$ cat src/rtl/ysyx_25060170_lsu_pkg.sv
// Shared types and constants for the LSU: FSM states, funct3 access encodings, regS selects.
package ysyx_25060170_lsu_pkg;

   typedef enum logic [1:0] {
      IDLE = 2'd0,
      REQ  = 2'd1,
      WAIT = 2'd2,
      DONE = 2'd3
   } lsu_state_e;

   localparam logic [2:0] F3_B  = 3'b000;
   localparam logic [2:0] F3_H  = 3'b001;
   localparam logic [2:0] F3_W  = 3'b010;
   localparam logic [2:0] F3_BU = 3'b100;
   localparam logic [2:0] F3_HU = 3'b101;

   localparam logic [1:0] REGS_ALU = 2'd0;
   localparam logic [1:0] REGS_PC4 = 2'd2;

endpackage

$ cat src/rtl/ysyx_25060170_lsu_if.sv
// Data-memory req/gnt/rvalid bus; the LSU is master, the memory is slave.
interface ysyx_25060170_lsu_if #(
   parameter int ADDR_W = 32
);
   logic              mem_req;
   logic              mem_we;
   logic [ADDR_W-1:0] mem_addr;
   logic [31:0]       mem_wdata;
   logic [3:0]        mem_wmask;
   logic              mem_gnt;
   logic              mem_rvalid;
   logic [31:0]       mem_rdata;

   modport master (
      output mem_req, mem_we, mem_addr, mem_wdata, mem_wmask,
      input  mem_gnt, mem_rvalid, mem_rdata
   );

   modport slave (
      input  mem_req, mem_we, mem_addr, mem_wdata, mem_wmask,
      output mem_gnt, mem_rvalid, mem_rdata
   );
endinterface

$ cat src/rtl/ysyx_25060170_lsu_align.sv
// Combinational byte-lane logic: store data replication + write mask, load extract + sign/zero extend.
// Zero latency, no handshake; undefined funct3 behaves as a word access.
module ysyx_25060170_lsu_align
   import ysyx_25060170_lsu_pkg::*;
(
   input  logic [2:0]  funct3_i,
   input  logic [1:0]  off_i,
   input  logic [31:0] sdata_i,
   input  logic [31:0] rdata_i,
   output logic [31:0] wdata_o,
   output logic [3:0]  wmask_o,
   output logic [31:0] ldata_o
);

   logic [7:0]  byte_v;
   logic [15:0] half_v;

   always_comb begin
      wdata_o = sdata_i;
      wmask_o = 4'hF;
      case (funct3_i)
         F3_B, F3_BU: begin
            wdata_o = {4{sdata_i[7:0]}};
            wmask_o = 4'b0001 << off_i;
         end
         F3_H, F3_HU: begin
            wdata_o = {2{sdata_i[15:0]}};
            wmask_o = 4'b0011 << {off_i[1], 1'b0};
         end
         default: ;
      endcase
   end

   always_comb begin
      byte_v  = 8'(rdata_i >> {off_i, 3'b000});
      half_v  = 16'(rdata_i >> {off_i[1], 4'b0000});
      ldata_o = rdata_i;
      case (funct3_i)
         F3_B:    ldata_o = {{24{byte_v[7]}}, byte_v};
         F3_BU:   ldata_o = {24'd0, byte_v};
         F3_H:    ldata_o = {{16{half_v[15]}}, half_v};
         F3_HU:   ldata_o = {16'd0, half_v};
         default: ;
      endcase
   end

endmodule

$ cat src/rtl/ysyx_25060170_lsu.sv
// Load/store unit between EXU and WBU: one record per handshake, ALU ops 1 cycle, memory ops wait on gnt/rvalid.
// in_ready only in IDLE; DONE holds until out_ready; optional LSU_MISALIGN_CHECK_EN rejects misaligned H/W accesses.
module ysyx_25060170_lsu
   import ysyx_25060170_lsu_pkg::*;
#(
   parameter int ADDR_W  = 32,
   parameter int DATA_W  = 32,
   parameter int TIMEOUT = 255
) (
   input  logic        clk,
   input  logic        rst,
   input  logic        in_valid,
   output logic        in_ready,
   input  logic [31:0] exu_result_i,
   input  logic [31:0] store_data_i,
   input  logic [2:0]  funct3_i,
   input  logic        MemRd,
   input  logic        MemWr,
   input  logic [4:0]  rd_i,
   input  logic [1:0]  regS_i,
   input  logic        RegW_i,
   input  logic [31:0] pc_i,
   output logic        out_valid,
   input  logic        out_ready,
   output logic [31:0] result_o,
   output logic [4:0]  rd_o,
   output logic [1:0]  regS_o,
   output logic        RegW_o,
   output logic [31:0] pc_o,
   ysyx_25060170_lsu_if.master mem,
   output logic        lsu_err
);

   localparam logic [7:0] TO_LAST = 8'(TIMEOUT - 1);

   lsu_state_e  state_q, state_d;
   logic [7:0]  cnt_q, cnt_d;
   logic [31:0] addr_q, addr_d;
   logic [31:0] sdata_q, sdata_d;
   logic [2:0]  f3_q, f3_d;
   logic        load_q, load_d;
   logic        store_q, store_d;
   logic [31:0] result_q, result_d;
   logic [4:0]  rd_q, rd_d;
   logic [1:0]  regs_q, regs_d;
   logic        regw_q, regw_d;
   logic [31:0] pc_q, pc_d;
   logic        err_q, err_d;

   logic [31:0] wdata_w;
   logic [3:0]  wmask_w;
   logic [31:0] ldata_w;

   ysyx_25060170_lsu_align u_align (
      .funct3_i (f3_q),
      .off_i    (addr_q[1:0]),
      .sdata_i  (sdata_q),
      .rdata_i  (mem.mem_rdata),
      .wdata_o  (wdata_w),
      .wmask_o  (wmask_w),
      .ldata_o  (ldata_w)
   );

`ifdef LSU_MISALIGN_CHECK_EN
   logic misalign;
   always_comb begin
      misalign = 1'b0;
      case (funct3_i)
         F3_B, F3_BU: misalign = 1'b0;
         F3_H, F3_HU: misalign = exu_result_i[0];
         default:     misalign = (exu_result_i[1:0] != 2'b00);
      endcase
   end
`endif

   always_comb begin
      state_d  = state_q;
      cnt_d    = cnt_q;
      addr_d   = addr_q;
      sdata_d  = sdata_q;
      f3_d     = f3_q;
      load_d   = load_q;
      store_d  = store_q;
      result_d = result_q;
      rd_d     = rd_q;
      regs_d   = regs_q;
      regw_d   = regw_q;
      pc_d     = pc_q;
      err_d    = err_q;
      case (state_q)
         IDLE: begin
            if (in_valid) begin
               addr_d   = exu_result_i;
               sdata_d  = store_data_i;
               f3_d     = funct3_i;
               load_d   = MemRd;
               store_d  = MemWr & ~MemRd;
               result_d = exu_result_i;
               rd_d     = rd_i;
               pc_d     = pc_i;
               regs_d   = MemRd ? REGS_ALU : regS_i;
               regw_d   = (MemWr & ~MemRd) ? 1'b0 : RegW_i;
               cnt_d    = 8'd0;
               if (MemRd | MemWr) begin
`ifdef LSU_MISALIGN_CHECK_EN
                  if (misalign) begin
                     state_d = DONE;
                     regw_d  = 1'b0;
                     err_d   = 1'b1;
                  end else begin
                     state_d = REQ;
                  end
`else
                  state_d = REQ;
`endif
               end else begin
                  state_d = DONE;
               end
            end
         end
         REQ, WAIT: begin
            // A response completes the access even in REQ when gnt and rvalid coincide.
            if ((state_q == REQ && mem.mem_gnt && mem.mem_rvalid) ||
                (state_q == WAIT && mem.mem_rvalid)) begin
               state_d = DONE;
               if (load_q) result_d = ldata_w;
            end else if (state_q == REQ && mem.mem_gnt) begin
               state_d = WAIT;
               cnt_d   = 8'd0;
            end else if (cnt_q == TO_LAST) begin
               state_d  = DONE;
               err_d    = 1'b1;
               result_d = 32'd0;
               regw_d   = 1'b0;
            end else begin
               cnt_d = cnt_q + 8'd1;
            end
         end
         DONE: begin
            if (out_ready) state_d = IDLE;
         end
         default: state_d = IDLE;
      endcase
   end

   always_ff @(posedge clk) begin
      if (!rst) begin
         state_q  <= IDLE;
         cnt_q    <= 8'd0;
         addr_q   <= 32'd0;
         sdata_q  <= 32'd0;
         f3_q     <= 3'd0;
         load_q   <= 1'b0;
         store_q  <= 1'b0;
         result_q <= 32'd0;
         rd_q     <= 5'd0;
         regs_q   <= 2'd0;
         regw_q   <= 1'b0;
         pc_q     <= 32'd0;
         err_q    <= 1'b0;
      end else begin
         state_q  <= state_d;
         cnt_q    <= cnt_d;
         addr_q   <= addr_d;
         sdata_q  <= sdata_d;
         f3_q     <= f3_d;
         load_q   <= load_d;
         store_q  <= store_d;
         result_q <= result_d;
         rd_q     <= rd_d;
         regs_q   <= regs_d;
         regw_q   <= regw_d;
         pc_q     <= pc_d;
         err_q    <= err_d;
      end
   end

   assign in_ready      = (state_q == IDLE);
   assign out_valid     = (state_q == DONE);
   assign result_o      = result_q;
   assign rd_o          = rd_q;
   assign regS_o        = regs_q;
   assign RegW_o        = regw_q;
   assign pc_o          = pc_q;
   assign lsu_err       = err_q;
   assign mem.mem_req   = (state_q == REQ);
   assign mem.mem_we    = (state_q == REQ) & store_q;
   assign mem.mem_addr  = ADDR_W'({addr_q[31:2], 2'b00});
   assign mem.mem_wdata = wdata_w;
   assign mem.mem_wmask = ((state_q == REQ) & store_q) ? wmask_w : 4'h0;

endmodule

$ cat src/flat_wrapper.sv
// flat-port wrapper written by rule: the top's interface ports become plain ports
module ysyx_25060170_lsu_flat import ysyx_25060170_lsu_pkg::*;
#(
   parameter int ADDR_W  = 32,
   parameter int DATA_W  = 32,
   parameter int TIMEOUT = 255
)
  (clk, rst, in_valid, in_ready, exu_result_i, store_data_i, funct3_i, MemRd, MemWr, rd_i, regS_i, RegW_i, pc_i, out_valid, out_ready, result_o, rd_o, regS_o, RegW_o, pc_o, lsu_err, mem_mem_req, mem_mem_we, mem_mem_addr, mem_mem_wdata, mem_mem_wmask, mem_mem_gnt, mem_mem_rvalid, mem_mem_rdata);
  ysyx_25060170_lsu_if #(.ADDR_W(ADDR_W)) mem_i ();
  input  logic clk;
  input  logic rst;
  input  logic in_valid;
  output logic in_ready;
  input  logic [31:0] exu_result_i;
  input  logic [31:0] store_data_i;
  input  logic [2:0] funct3_i;
  input  logic MemRd;
  input  logic MemWr;
  input  logic [4:0] rd_i;
  input  logic [1:0] regS_i;
  input  logic RegW_i;
  input  logic [31:0] pc_i;
  output logic out_valid;
  input  logic out_ready;
  output logic [31:0] result_o;
  output logic [4:0] rd_o;
  output logic [1:0] regS_o;
  output logic RegW_o;
  output logic [31:0] pc_o;
  output logic lsu_err;
  output wire logic [$bits(mem_i.mem_req)-1:0] mem_mem_req;
  output wire logic [$bits(mem_i.mem_we)-1:0] mem_mem_we;
  output wire logic [$bits(mem_i.mem_addr)-1:0] mem_mem_addr;
  output wire logic [$bits(mem_i.mem_wdata)-1:0] mem_mem_wdata;
  output wire logic [$bits(mem_i.mem_wmask)-1:0] mem_mem_wmask;
  input wire logic [$bits(mem_i.mem_gnt)-1:0] mem_mem_gnt;
  input wire logic [$bits(mem_i.mem_rvalid)-1:0] mem_mem_rvalid;
  input wire logic [$bits(mem_i.mem_rdata)-1:0] mem_mem_rdata;
  assign mem_mem_req = mem_i.mem_req;
  assign mem_mem_we = mem_i.mem_we;
  assign mem_mem_addr = mem_i.mem_addr;
  assign mem_mem_wdata = mem_i.mem_wdata;
  assign mem_mem_wmask = mem_i.mem_wmask;
  assign mem_i.mem_gnt = mem_mem_gnt;
  assign mem_i.mem_rvalid = mem_mem_rvalid;
  assign mem_i.mem_rdata = mem_mem_rdata;
  ysyx_25060170_lsu #(.ADDR_W(ADDR_W), .DATA_W(DATA_W), .TIMEOUT(TIMEOUT)) u_core (.clk(clk), .rst(rst), .in_valid(in_valid), .in_ready(in_ready), .exu_result_i(exu_result_i), .store_data_i(store_data_i), .funct3_i(funct3_i), .MemRd(MemRd), .MemWr(MemWr), .rd_i(rd_i), .regS_i(regS_i), .RegW_i(RegW_i), .pc_i(pc_i), .out_valid(out_valid), .out_ready(out_ready), .result_o(result_o), .rd_o(rd_o), .regS_o(regS_o), .RegW_o(RegW_o), .pc_o(pc_o), .mem(mem_i), .lsu_err(lsu_err));
endmodule
$ cat config.mk
export PLATFORM = sky130hd
export DESIGN_NAME = ysyx_25060170_lsu_flat
export DESIGN_NICKNAME = d
export VERILOG_FILES = /design/src/rtl/ysyx_25060170_lsu_pkg.sv /design/src/rtl/ysyx_25060170_lsu_if.sv /design/src/rtl/ysyx_25060170_lsu_align.sv /design/src/rtl/ysyx_25060170_lsu.sv /design/src/flat_wrapper.sv
export SDC_FILE = /design/constraint.sdc
export NUM_CORES = 1
export LEC_CHECK = 0
export BUFFER_PORTS_ARGS = -buffer_cell sky130_fd_sc_hd__buf_2
export CORE_UTILIZATION = 53
export DETAILED_ROUTE_END_ITERATION = 10
export PLACE_DENSITY = 0.86
export SYNTH_ARGS = -nofsm -noshare
export SYNTH_HDL_FRONTEND = slang
export SYNTH_HIERARCHICAL = 1
export SYNTH_SLANG_ARGS = --single-unit
$ cat constraint.sdc
create_clock -name clk -period 4.2 [get_ports clk]
set_clock_uncertainty 0.15 [all_clocks]
set_input_delay 0.21 -clock clk [delete_from_list [all_inputs] [get_ports clk]]
set_output_delay 0.21 -clock clk [all_outputs]
set_load 0.02 [all_outputs]
==> results of run 1 <==
==> layer usage <==
metal	vias to the layer above	wire [um]	global-route usage, %
met3	172	3344	11.45
met4	0	1885	25.71
met5	-	0	0
li1	3780	-	-
met2	761	12990	63.52
met1	3882	9720	43.18
==> synthesized netlist by cell type (4+ instances only) <==
master | number | area share (%)
nor2b_1 | 20 | 1.7
nor2_1 | 51 | 2.6
a221oi_1 | 32 | 3.9
mux2i_1 | 17 | 2.3
buf_2 | 9 | 0.62
and3_1 | 5 | 0.43
clkbuf_1 | 52 | 2.7
a21oi_1 | 112 | 7.7
buf_1 | 6 | 0.31
nand2_1 | 241 | 12
nand4_1 | 4 | 0.34
nor3_1 | 37 | 2.5
buf_4 | 42 | 4.3
inv_1 | 6 | 0.31
nand3_1 | 9 | 0.62
ha_1 | 7 | 1.2
o221ai_1 | 5 | 0.60
mux2_2 | 18 | 2.8
o21ai_0 | 11 | 0.76
dfxtp_1 | 152 | 42
a22oi_1 | 9 | 0.93
a221o_1 | 7 | 0.96
o22ai_1 | 17 | 1.5
==> worst max-delay path: stages (launching register included) <==
cell	delay (ns)
dfxtp_1	0.38
inv_1	0.10
ha_1	0.51
clkinv_1	0.91
a221oi_1	0.66
nor3_1	0.13
==> cell families (layout without fill, tap and decap cells) <==
family / Yosys count / in the layout
flip-flops: 152 / 152
buffers and inverters: 120 / 446
adder cells (fa/ha/maj): 7 / 7
AO/OA/AOI/OAI: 220 / 220
multiplexers: 36 / 36
other: 1 / 3
AND/OR/NAND/NOR: 384 / 384
==> power groups by stage <==
stage	Clock, W	Sequential, W	Combinational, W
floorplan	0	0.00222	0.00185
global placement	0	0.00200	0.00276
detailed placement	0	0.00202	0.00280
CTS	0.00149	0.00199	0.00289
global route	0.00156	0.00205	0.00323
finish	0.00148	0.00202	0.00304
==> path summary, 6_finish.rpt <==
check | endpoint | depth (start not counted) | from | slack (ns)
worst max-delay path | u_core/result_o[1]$_SDFFE_PN0P_ | 5 | u_core/state_q[0]$_SDFFE_PN0P_ | 1.18
worst min-delay path | u_core/store_q$_SDFFE_PN0P_ | 5 | MemWr | 0.05
worst max register to register | u_core/result_o[1]$_SDFFE_PN0P_ | 5 | u_core/state_q[0]$_SDFFE_PN0P_ | 1.18
worst min register to register | u_core/rd_o[2]$_SDFFE_PN0P_ | 2 | u_core/rd_o[2]$_SDFFE_PN0P_ | 0.30
==> registers in the layout (all words and copies together), names as in the netlist <==
register         cells
u_core/cnt_q         8
u_core/pc_o         32
u_core/f3_q          3
u_core/load_q        1
u_core/RegW_o        1
u_core/rd_o          5
u_core/addr_q       32
u_core/state_q       2
u_core/regS_o        2
u_core/lsu_err       1
u_core/sdata_q      32
u_core/store_q       1
u_core/result_o     32
==> metrics by stage <==
stage | hold slack [ns] | area, um2 | utilization (%) | setup slack (ns) | total power, W
final | 0.04644 | 10080 | 75.80 | 1.178 | 0.006542
after detailed placement | 0.2937 | 8423 | 63.35 | 1.394 | 0.004819
after global placement | 0.2878 | 8423 | 63.35 | 1.515 | 0.004762
after floorplan | 0.1960 | 7267 | - | 1.884 | 0.004070
after global routing | 0.09555 | 10080 | 75.80 | 1.066 | 0.006842
after CTS | 0.03180 | 10070 | 75.78 | 1.361 | 0.006375
==> cell type report <==
| cell class | count | area, um2 |
|---|---|---|
| multi-input cells | 649 | 3612 |
| flip-flops and latches | 152 | 3044 |
| well taps | 176 | 220.2 |
| fillers | 832 | 3218 |
| clock buffers | 20 | 456.7 |
| clock inverters | 12 | 113.9 |
| repair buffers | 406 | 2595 |
| diodes | 1 | 2.502 |
| inverters | 8 | 32.53 |
==> flow_summary.toml, run 1 <==
[final_layout]
fin_cells = 1424
syn_to_final_growth_pct = 38.74
final_common_cell = "buf_2"
nNetsFinal = 1388
drive_gt1_share_pct = 29.27
layout.cells.most_common_list = "289 x buf_2, 240 x nand2_1, 151 x dfxtp_1"

[power]
ir_drop_mv = 0.4986
power_frac_clock_pct = 22.7
power_density_mw_per_mm2 = 649.2
leakagePower_nw = 4.449
p_sw_w = 0.002884
p_seq_share_pct = 30.8
p_comb_share_pct = 46.5
p_int_w = 0.003658
p_sw_share_pct = 44.09

[grt]
grt_start_max_net_pins = 104
grt_pass1_vias = 8297
track_usage_pct = 38.63
antenna_found_initial = 1
overflow = 0
grt_pass1_wl_mm = 42.99

[synth]
synth.area.mux_share_pct = 5.340
ys_async_sr_fraction_pct = 0
synth_compound_area_share_pct = 20.29
yosysWarnings = 6
synth_cells = 920
ys_types = 58
yosys_register_bits = 152
synth_top_family_by_area = "simple AND/OR/NAND/NOR gates"
synth_fa_ha_area_share_pct = 1.206
syn_area_mm2 = 0.007263
synthSimpleGateAreaFrac_pct = 22.46
yosysSeqAreaShare_pct = 41.89
synth-xor-area-share_pct = 0
avgSynthCellArea_um2 = 7.895
synth-edff-count = 0
synthFlopType = "dfxtp_1"

[clock_network]
clk_pin_slew_ns = 0.07
cts_buffers = 17
cts_sinks = 152
cts_resized = 0
cts-root-buf = "clkbuf_16"
clk_path_buf_depth = 2
post-cts-setup-buffer-count = 0
h-tree-depth = 4
ctsHoldBuffers = 108
clock_latency_ns = 0.42
cts_tree = "yes"

[timing]
finalCritPeriodShare_pct = 71.96
finalHoldViolations = 0
rsz0062_at_grt = "false"
fin_setup_tns_ns = 0
tightest_slew_ns = 1.173
setup_viol = 0
timing.fmax_mhz = 330.9
period_needed_ns = 3.023
slew_headroom_pct = 21.80
drv_slew = 0

[setup_path]
cp-start-kind = "flip-flop"
path_max_fanout = 34
worstSetupPathType = "reg -> reg"
critPathRequiredTime_ns = 4.32
cp-end-kind = "flip-flop"
crit_arrival_ns = 3.15

[drt]
drc = 0
via_per_inst = 6.036
wl_per_cell_um = 19.62
first_iter_violations = 991
drt_wl_total_mm = 27.94
drt-pass1-iter-count = 6
ant_nets = 0
vias = 8595

[die]
io_pins = 292
core_mm2 = 0.01330
num_rows = 42
initial_core_util_pct = 54.63
die_w_um = 119.1
fp.dieH_um = 119.1
dieArea_mm2 = 0.01418

[min_path]
hp-class = "in -> reg"

[place]
place_inst = 1283
port_buffers = 289
dpl.hpwl_mm = 15.72
place.gp.congestion = 0.9094

[flow_run]
drv_cap = 0

[run_status]
status = "completed"
No activity file was read; power rests on OpenSTA's default activity.
==> run 2, diff against run 1 <==
Settings changed: CORE_UTILIZATION 53 to 49, PLACE_DENSITY 0.86 to 0.81.
Clock period 4.2 ns to 3.2 ns, I/O delays scaled along.
==> run 2 against run 1 <==
Fmax is 13% higher. Via count is 6.2% lower. Core utilization is 5.3 points lower. Highest routed layer unchanged. Critical path type unchanged. Sequential power is 29% higher. Hold slack worse by 0.021 ns.
==> flow_summary.toml, run 2 (synthesized netlist as in run 1, its figures left out) <==
[place]
placed_cell_area_mm2 = 0.008496
place.gp.congestion = 0.9222
port_buffers = 289
place_ws_ns = 0.6089
dpl.hpwl_mm = 15.96

[power]
leakagePower_nw = 4.505
ir_drop_mv = 0.5219
power_density_mw_per_mm2 = 837.1

[clock_network]
h-tree-depth = 4
cts_sinks = 152
clk_path_buf_depth = 2
cts_buffers = 17
cts_resized = 0
clk_pin_slew_ns = 0.07
cts-root-buf = "clkbuf_16"
clock_latency_ns = 0.42
cts_tree = "yes"

[drt]
vias = 8059
drt-pass1-iter-count = 7
first_iter_violations = 682
drc = 0
ant_nets = 0
drt_wl_total_mm = 25.60
via_per_inst = 5.585
wl_per_cell_um = 17.74

[die]
dieArea_mm2 = 0.01531
io_pins = 292
die_w_um = 123.8
num_rows = 44
fp.dieH_um = 123.8
core_mm2 = 0.01448
initial_core_util_pct = 50.16

[timing]
setup_viol = 0
finalCritPeriodShare_pct = 83.73
tightest_slew_ns = 0.7792
fin_setup_tns_ns = 0
timing.fmax_mhz = 373.2
rsz0062_at_grt = "false"
finalWorstSetupSlack_ns = 0.5206
period_needed_ns = 2.679
drv_slew = 0
slew_headroom_pct = 48.05
finalHoldViolations = 0

[final_layout]
drive_gt1_share_pct = 29.56
utilization_pct = 70.48
final_area_mm2 = 0.01020
syn_to_final_growth_pct = 40.50
nNetsFinal = 1396
final_common_cell = "buf_2"
layout.cells.most_common_list = "289 x buf_2, 240 x nand2_1, 151 x dfxtp_1"

[setup_path]
crit_arrival_ns = 2.88
worstSetupPathType = "reg -> reg"
cp-start-kind = "flip-flop"
critPathRequiredTime_ns = 3.40
cp-end-kind = "flip-flop"
path_max_fanout = 47

[grt]
antenna_found_initial = 4
overflow = 0
grt_start_max_net_pins = 90
track_usage_pct = 32.35
grt_pass1_vias = 7671
grt_pass1_wl_mm = 38.23

[min_path]
hp-class = "in -> reg"

[flow_run]
drv_cap = 0

[run_status]
status = "completed"
## run 2: cell count changes in the layout (fill, tap and decap cells not counted), sizes merged
cell	before	now
buf	298	303
clkbuf	20	19
clkinv	4	5
clkinvlp	4	2
diode	1	4
dlygate4sd3	108	111
inv	11	13
## run 2: final timing paths
path                             startpoint                              end  slack (ns)  depth (start not counted)
max          u_core/state_q[0]$_SDFFE_PN0P_    u_core/regS_o[0]$_SDFFE_PN0P_        0.52                          7
min                        mem_mem_rdata[4]  u_core/result_o[4]$_SDFFE_PN0P_        0.03                          4
min reg2reg    u_core/pc_o[31]$_SDFFE_PN0P_     u_core/pc_o[31]$_SDFFE_PN0P_        0.30                          2
max reg2reg  u_core/state_q[0]$_SDFFE_PN0P_    u_core/regS_o[0]$_SDFFE_PN0P_        0.52                          7
## run 2: layout make-up
cell class / count / area [um2]
diodes: 4 / 10.01
fillers: 1064 / 4274
inverters: 8 / 32.53
multi-input cells: 649 / 3612
flip-flops and latches: 152 / 3044
clock inverters: 13 / 135.1
well taps: 184 / 230.2
repair buffers: 414 / 2688
clock buffers: 19 / 452.9
## run 2: where the power goes
group | total (W) | internal (W) | leakage (nW) | switching [W]
Combinational | 0.00394 | 0.00139 | 2.97 | 0.00256
Clock | 0.00199 | 0.00113 | 0.284 | 0.000857
Sequential | 0.00261 | 0.00234 | 1.25 | 0.000273
Total | 0.00854 | 0.00486 | 4.50 | 0.00369
## run 2: timing repair
action,in CTS,in global routing
hold endpoints to repair,147,0
hold buffers,111,0
buffers inserted,0,0
## run 2: through the flow
| stage | std cells | power [W] | hold WS [ns] |
|---|---|---|---|
| 6_report | 1443 | 0.008543 | 0.02580 |
| 2_1_floorplan | 921 | 0.005342 | 0.1460 |
| 3_5_place_dp | 1296 | 0.006361 | 0.2540 |
| 5_1_grt | 1442 | 0.009033 | 0.07215 |
| 4_1_cts | 1439 | 0.008452 | 0.01219 |
| 3_3_place_gp | 1296 | 0.006293 | 0.2498 |
## run 2: worst max-delay path, stage by stage, from the launching register on
cell           delay (ns)
dfxtp_1              0.34
inv_1                0.12
ha_1                 0.32
and2_4               0.57
buf_12               0.29
nand3b_1             0.09
dlygate4sd3_1        0.56
a21oi_1              0.13
## run 2: per-layer routing
layer  global-route usage, %  share of wire (%)
met3                   9.066                8.7
met1                   37.21                 39
met5                       0                  0
met4                   17.24                3.5
met2                   54.31                 49
==> run 3, diff against run 2 <==
Settings changed: ABC_AREA set to 1, CORE_UTILIZATION 49 to 45, PLACE_DENSITY 0.81 to 0.77.
Clock period 3.2 ns to 2.2 ns, I/O delays scaled along.
==> run 3 against run 2 <==
Sequential power is 59% higher. Wire length is 13% higher. Die area is 20% higher. Sequential cell count stayed put. Global-route usage is 1.3 points lower. Register-to-register slack worse by 0.37 ns. Setup slack worse by 0.41 ns. Sequential share of layout area is 2.4 points lower. Critical endpoint is now mem_mem_wmask[0].
==> flow_summary.toml, run 3 <==
[timing]
finalWorstSetupSlack_ns = 0.1112
fin_setup_tns_ns = 0
tightest_slew_ns = 0.5866
fin_hold_ws_ns = 0.03328
finalCritPeriodShare_pct = 94.95
timing.fmax_mhz = 478.7
setup_viol = 0
drv_slew = 0
period_needed_ns = 2.089
rsz0062_at_grt = "false"
finalHoldViolations = 0
slew_headroom_pct = 60.90

[synth]
synthFlopType = "dfxtp_1"
ys_async_sr_fraction_pct = 0
synth_cells = 1209
syn_area_mm2 = 0.008049
synth_area_leaders = "dfxtp_1 38%, nor2_1 14%, nand2_1 12%, o21ai_0 6.1%, nand3_1 4.8%"
avgSynthCellArea_um2 = 6.658
synth_area_leader_cell = "dfxtp_1"
ys_top_cells_by_count = "304 x nor2_1, 260 x nand2_1, 152 x dfxtp_1"
yosysWarnings = 6
yosysSeqAreaShare_pct = 37.81
synth_top_area_share_pct = 37.81
yosysMostFrequentCell = "nor2_1"
yosys_register_bits = 152
synth-edff-count = 0
ys_types = 37

[clock_network]
clk_pin_slew_ns = 0.07
cts_buffers = 17
cts_sinks = 152
post-cts-setup-buffer-count = 0
cts_tree = "yes"
clock_latency_ns = 0.42
h-tree-depth = 4
clk_path_buf_depth = 2
cts-root-buf = "clkbuf_16"

[power]
power_density_mw_per_mm2 = 1372
p_sw_w = 0.007268
p_comb_share_pct = 53.7
power_frac_clock_pct = 19.0
p_seq_share_pct = 27.3
p_int_w = 0.007989
p_sw_share_pct = 47.64
leakagePower_nw = 5.563
ir_drop_mv = 0.8615

[drt]
m1WireLength_mm = 10.87
first_iter_violations = 804
drt-pass1-iter-count = 5
via_per_inst = 5.168
routed-wl-met3_mm = 2.747
top_layer_used = "met5"
wl_met2_mm = 13.93
drt_wl_total_mm = 28.99
vias = 9173
ant_nets = 0
wl_per_cell_um = 16.33
drc = 0

[setup_path]
cp-start-kind = "flip-flop"
cp-end-kind = "output pin"
cp-startpoint = "u_core/addr_q[1]$_SDFFE_PN0P_"
reg2reg_slack_ns = 0.15
r2r_end = "u_core/cnt_q[4]$_SDFFE_PN0P_"
path_max_fanout = 15
worstReg2RegStart = "u_core/state_q[0]$_SDFFE_PN0P_"
worstSetupPathType = "reg -> out"
cp-endpoint = "mem_mem_wmask[0]"
crit_arrival_ns = 1.83
critPathRequiredTime_ns = 1.94
r2r_cells = 10

[min_path]
hp-start = "mem_mem_rvalid"
hp-class = "in -> reg"

[die]
dieArea_mm2 = 0.01843
core_mm2 = 0.01736
num_rows = 48
die_w_um = 135.7
io_pins = 292
fp.dieH_um = 135.7
initial_core_util_pct = 46.37

[grt]
overflow = 0
track_usage_pct = 31.07
grt_start_max_net_pins = 107
antenna_found_initial = 3
grt_pass1_vias = 8710
grt_pass1_wl_mm = 44.09

[final_layout]
drive_gt1_share_pct = 26.21
nNetsFinal = 1690
layout.cells.most_common_list = "304 x nor2_1, 288 x buf_2, 259 x nand2_1"
final_common_cell = "nor2_1"
syn_to_final_growth_pct = 38.15
utilization_pct = 64.06
fillers = 1519

[flow_run]
drv_cap = 0

[place]
place.gp.congestion = 0.9066
port_buffers = 289
place_ws_ns = 0.1236
dpl.hpwl_mm = 19.49

[run_status]
status = "completed"
[run 3: changes by cell type after synthesis, moves of 18 or more]
cell      before  now
nor2_1        51  304
o21ai_0       11   98
mux2_2        18    0
a221oi_1      32    0
a21oi_1      112    9
nand4_1        4   38
inv_1          6   30
nor3_1        37    4
clkinv_1       1   32
nand2_1      241  260
nand3_2        0   20
nand3_1        9   77
nor2b_1       20    0
[run 3: per-stage QoR]
stage / total power [W] / area [um2] / cells
final: 0.01526 / 11120 / 1775
after global routing: 0.01626 / 11120 / 1775
after CTS: 0.01501 / 11070 / 1773
after detailed placement: 0.01193 / 9376 / 1631
after global placement: 0.01183 / 9376 / 1631
after floorplan: 0.009919 / 8053 / 1210
[run 3: final cells by class]
cell class                 count  area (um2)  area share (%)
inverter                      72       274.0           2.464
tap                          225       281.5           2.532
timing repair buffer         423        2873           25.84
sequential                   152        3045           27.39
clock inverter                14       151.4           1.362
clock buffer                  18       439.2           3.950
antenna                        1       2.502         0.02250
multi-input combinational    870        4053           36.45
[run 3: worst min-delay path by stage]
| stage | end | slack, ns | cells after the start |
|---|---|---|---|
| CTS | u_core/state_q[0]$_SDFFE_PN0P_ | 0.01 | 6 |
| detailed placement | u_core/pc_o[26]$_SDFFE_PN0P_ | 0.21 | 3 |
| global route | u_core/state_q[0]$_SDFFE_PN0P_ | 0.05 | 6 |
| finish | u_core/lsu_err$_SDFFE_PN0P_ | 0.03 | 4 |
| floorplan | u_core/regS_o[1]$_SDFFE_PN0P_ | 0.10 | 2 |
| global placement | u_core/pc_o[27]$_SDFFE_PN0P_ | 0.19 | 3 |
[run 3: logic make-up after synthesis]
family                   Yosys count  synth area share [%]
AND/OR/NAND/NOR                  730                 40.25
buffers and inverters            188                 12.25
flip-flops                       152                 37.81
AO/OA/AOI/OAI                    131                 8.565
adder cells (fa/ha/maj)            7                 1.088
other                              1               0.04659
[run 3: what timing repair did]
action                                  in CTS  in global routing
resized for setup                            1                  5
hold buffers                               110                  0
endpoints found under the setup margin       1                  5
endpoints found under the hold margin      118                  0
cloned                                       0                  1
[run 3: routing by layer]
metal	track usage (%)	vias up
met5	0	-
met4	17.98	4
met3	7.669	105
met2	53.91	499
met1	34.35	4101
li1	-	4464
[run 3: critical path: stages (launching register included)]
cell	delay (ns)
dfxtp_2	0.39
inv_4	0.21
a21oi_1	0.12
nand2_1	0.29
inv_1	0.08
nor2_1	0.13
buf_2	0.19
[run 3: power groups by stage]
stage          Clock (W)  Sequential, W  Combinational, W
5_1_grt          0.00306        0.00426           0.00895
4_1_cts          0.00295        0.00416           0.00790
3_5_place_dp           0        0.00422           0.00771
2_1_floorplan          0        0.00468           0.00524
6_report         0.00289        0.00416           0.00820
3_3_place_gp           0        0.00419           0.00764
